<file path="src/rtl/routa_sevenseg_driver.sv">
// routa_sevenseg_driver: stability-filtered hex display of routa on a 4-digit multiplexed common-anode seven-segment display.
// Optional LEADING_ZERO_BLANK_EN blanks leading-zero digits above digit 0.
module routa_sevenseg_driver #(
  parameter int REFRESH_CYCLES = 50000,
  parameter int STABLE_CYCLES  = 4
) (
  input  logic        clk,
  input  logic        reset,
  input  logic [15:0] routa,
  output logic [3:0]  an,
  output logic [6:0]  seg,
  output logic        dp,
  output logic [15:0] disp_val,
  output logic        update_pulse
);
  localparam int SW = STABLE_CYCLES > 1 ? $clog2(STABLE_CYCLES) : 1;
  localparam int RW = REFRESH_CYCLES > 1 ? $clog2(REFRESH_CYCLES) : 1;
  localparam logic [SW-1:0] STAB_MAX = SW'(STABLE_CYCLES - 1);
  localparam logic [RW-1:0] REF_MAX = RW'(REFRESH_CYCLES - 1);
  localparam logic [6:0] HEX [16] = '{7'h40, 7'h79, 7'h24, 7'h30, 7'h19, 7'h12, 7'h02, 7'h78,
                                      7'h00, 7'h10, 7'h08, 7'h03, 7'h46, 7'h21, 7'h06, 7'h0E};
  logic [15:0]   cand_q, disp_q, disp_d;
  logic [SW-1:0] stab_q, stab_d;
  logic [RW-1:0] ref_q, ref_d;
  logic [1:0]    idx_q, idx_d;
  logic [3:0]    an_q, an_d, nib;
  logic [6:0]    seg_q, seg_d;
  logic          pulse_q, load, blank;
  // cand always tracks routa one edge late; only the counter decides acceptance
  always_comb begin
    stab_d = (routa != cand_q) ? '0 : (stab_q < STAB_MAX) ? stab_q + 1'b1 : stab_q;
    load   = (routa == cand_q) && (stab_q == STAB_MAX) && (disp_q != cand_q);
    disp_d = load ? cand_q : disp_q;
    ref_d  = (ref_q == REF_MAX) ? '0 : ref_q + 1'b1;
    idx_d  = (ref_q == REF_MAX) ? idx_q + 2'd1 : idx_q;
    nib    = disp_q[{idx_q, 2'b00} +: 4];
`ifdef LEADING_ZERO_BLANK_EN
    blank  = (idx_q != 2'd0) && ((disp_q >> {idx_q, 2'b00}) == 16'h0000);
`else
    blank  = 1'b0;
`endif
    an_d   = ~(4'b0001 << idx_q);
    seg_d  = blank ? 7'h7F : HEX[nib];
  end
  always_ff @(posedge clk or negedge reset) begin
    if (!reset) begin
      cand_q  <= '0;
      stab_q  <= '0;
      disp_q  <= '0;
      pulse_q <= 1'b0;
      ref_q   <= '0;
      idx_q   <= '0;
      an_q    <= 4'hF;
      seg_q   <= 7'h7F;
    end else begin
      cand_q  <= routa;
      stab_q  <= stab_d;
      disp_q  <= disp_d;
      pulse_q <= load;
      ref_q   <= ref_d;
      idx_q   <= idx_d;
      an_q    <= an_d;
      seg_q   <= seg_d;
    end
  end
  assign an           = an_q;
  assign seg          = seg_q;
  assign dp           = 1'b1;
  assign disp_val     = disp_q;
  assign update_pulse = pulse_q;
endmodule
</file>
<file path="config.mk">
export PLATFORM = sky130hd
export DESIGN_NAME = routa_sevenseg_driver
export DESIGN_NICKNAME = d
export VERILOG_FILES = /design/src/rtl/routa_sevenseg_driver.sv
export SDC_FILE = /design/constraint.sdc
export NUM_CORES = 1
export LEC_CHECK = 0
export ABC_CLOCK_PERIOD_IN_PS = 2590
export CORE_MARGIN = 2
export CORE_UTILIZATION = 54
export CTS_CLUSTER_SIZE = 24
export DETAILED_ROUTE_END_ITERATION = 7
export PLACE_DENSITY = 0.8
export REMOVE_ABC_BUFFERS = 1
export SYNTH_ARGS = -nofsm -noshare
export SYNTH_HDL_FRONTEND = slang
export SYNTH_SLANG_ARGS = --single-unit
</file>
<file path="constraint.sdc">
create_clock -name clk -period 2.59 [get_ports clk]
set_input_delay 0.6475 -clock clk [delete_from_list [all_inputs] [get_ports clk]]
set_output_delay 0.6475 -clock clk [all_outputs]
set_load 0.02 [all_outputs]
</file>
==> reports/qor.yml <==
sta:
  rsz0062_at_grt: "false"
  hold_viol_final: 0
  min_period_ps: 2326
  fin_worst_skew_ps: 5.111
  setup_viol: 0
  fmax_mhz: 429.9
  maxSlewViolCount: 0
  worstMarginPinSlew_ps: 514.1
  tns_ps: 0
  slew_headroom_pct: 65.73
  post-route-period-util_pct: 89.82
clock_network:
  cts-buffers-inserted: 9
  cts.reportedPaths.clkPinSlew_ps: 70
  clock_sinks: 64
  htree_levels: 3
  cts_tree: "done"
  hold_buffers: 0
  post-cts-setup-buffer-count: 0
  cts_buffer_depth: 2
  cts_root_buffer: "clkbuf_8"
  clk_latency_ps: 340
  post_cts_resized: 0
min_path:
  worstHoldPathType: "in2async"
worst_setup_path:
  critical_path_buf_inv_count: 2
  start_kind: "input port"
  worstSetupPathType: "in2reg"
  arrival_ps: 2550
  cp.required_ps: 2810
  crit_slowest_cell: "clkdlybuf4s50_1"
  crit_chain: "clkdlybuf4s50_1 -> xor2_1 -> nor4_2 -> and4_4 -> nand3_4 -> buf_4 -> mux2_4"
  cp.depth: 7
  cp_slowest_stage_delay_ps: 480
  worst_setup_path_end_kind: "flip-flop"
  reg2regPathDepth: 5
  crit_fanout: 4
  cp_top_family: "simple AND/OR/NAND/NOR gates"
place:
  numPortBuffers: 45
  hpwl_um: 4155
  gp_congestion: 0.8602
  placed_area_mm2: 0.003615
  dp_cells: 352
global_routing:
  use_met2_pct: 31.19
  antenna_found_initial: 0
  met1_usage_pct: 28.35
  grt_overflow_total: 0
  grt_pass1_vias: 1945
  use_met3_pct: 4.886
  grt-busiest-layer: "met2"
  grt_pass1_wl_um: 9501
  grt_max_degree: 44
  grt_util_all_layers_pct: 20.63
yosys:
  synthCells: 235
  synth.most_common_cell: "dfrtp_1"
  ys_seq_area_share_pct: 52.76
  yosys.cell_types.count: 38
  yosys.area.top_type: "dfrtp_1"
  yosys-top-cells-area: "dfrtp_1 (43%), xor2_1 (11%), dfstp_2 (9.4%), ha_1 (4.9%), mux2_4 (4.9%)"
  ys_top_cells_by_count: "dfrtp_1 (53), xor2_1 (39), ha_1 (12), nand2_1 (12), nor2_1 (12)"
  ys_seq_elements: 64
  synth_top_area_share_pct: 43.32
  async_reset_ff_share_pct: 100.0
  syn_avg_cell_area_um2: 13.03
  synth-edff-count: 0
  synth_area_mm2: 0.003062
  ys.flop_type: "dfrtp_1"
  yosys_warnings: 0
finish:
  instances_no_fill: 368
  antenna_cells: 0
  drive_above_1_share_pct: 20.61
  area_delta_synth_final_pct: 23.78
  layout.nets: 321
  finish.utilization_pct: 68.83
  final_cell_area_mm2: 0.003790
die:
  start_util_pct: 55.60
  core_area_mm2: 0.005507
  die_x_um: 79.30
  die_y_um: 79.30
  dieArea_mm2: 0.006288
  fp-row-count: 27
  ioPinCount: 47
status:
  status: "finished clean"
routing:
  final_antenna_net_count: 0
  drt-initial-drc-count: 89
  dr_total_vias: 1942
  routed_wl_um: 5729
  drc: 0
  dr.pass1.iters: 4
  via_per_inst: 5.277
  wl_per_cell_um: 15.57
pwr:
  p_per_area_mw_per_mm2: 496.9
  vdd_drop_max_uv: 361.0
  power.leakage_uw: 0.001710
  power_uw: 1883
run:
  cap_violations: 0
## cell type report
type	count	area, µm²
inverter	11	41.29
fill	412	1717
multi-input combinational	155	1373
timing repair buffer	50	495.5
clock inverter	4	20.02
tap	72	90.09
clock buffer	12	155.1
sequential	64	1615
## registers in the layout (all words and copies together), names as in the netlist
signal / flops
an: 4
cand_q: 16
disp_val: 16
idx_q: 2
ref_q: 16
seg: 7
stab_q: 2
update_pulse: 1
## layer usage
metal | wire length (µm) | share of wire (%)
met2 | 2743 | 48
met3 | 269 | 4.7
met4 | 74 | 1.3
met5 | 0 | 0
met1 | 2642 | 46
## worst paths after layout
kind / startpoint / to / slack (ps)
max in group asynchronous: reset / an[2] / 1670
setup reg to reg: idx_q[0] / seg[3] / 530
hold reg to reg: ref_q[13] / ref_q[13] / 510
setup / recovery: routa[3] / disp_val[9] / 260
min in group clk: ref_q[13] / ref_q[13] / 510
hold / removal: reset / disp_val[15] / 280
## placed cells by master (no fill, tap or decap), types with 5 or more instances in the layout
| cell type | synthesis | layout |
|---|---|---|
| dfrtp_1 | 53 | 53 |
| clkdlybuf4s50_1 | 0 | 44 |
| xor2_1 | 39 | 39 |
| nand2_1 | 12 | 12 |
| nor2_1 | 12 | 12 |
| ha_1 | 12 | 12 |
| inv_1 | 11 | 11 |
| dfstp_2 | 11 | 11 |
| clkbuf_8 | 0 | 11 |
| mux2_4 | 10 | 10 |
| xnor2_1 | 8 | 8 |
| mux2_2 | 8 | 8 |
| and3_1 | 6 | 6 |
| nand3_1 | 6 | 6 |
| mux4_2 | 5 | 5 |
| nor3_1 | 5 | 5 |
## power breakdown
part	switching, µW	total (µW)	internal, µW
Combinational	54.0	99.4	45.4
Sequential	14.8	1030	1010
Clock	363	756	393
Total	432	1880	1450
## metrics by stage
step / hold slack, ps / worst slack, ps
6_report: 277.2 / 263.8
4_1_cts: 284.8 / 284.5
5_1_grt: 302.5 / 201.4
3_3_place_gp: 483.3 / -54.64
2_1_floorplan: 351.9 / 552.6
3_5_place_dp: 493.0 / -60.10
## kinds of logic (layout without fill, tap and decap cells)
group | Yosys count | count (layout) | synth area share, %
flops | 64 | 64 | 52.76
simple gates | 60 | 60 | 11.97
xor+xnor | 47 | 47 | 13.45
mux | 26 | 26 | 12.51
buf+inv | 16 | 77 | 2.411
fa+ha+maj | 12 | 12 | 4.904
compound gates | 9 | 9 | 1.880
other cells | 1 | 1 | 0.1225
Note: power is estimated with default switching activity, not from simulation.
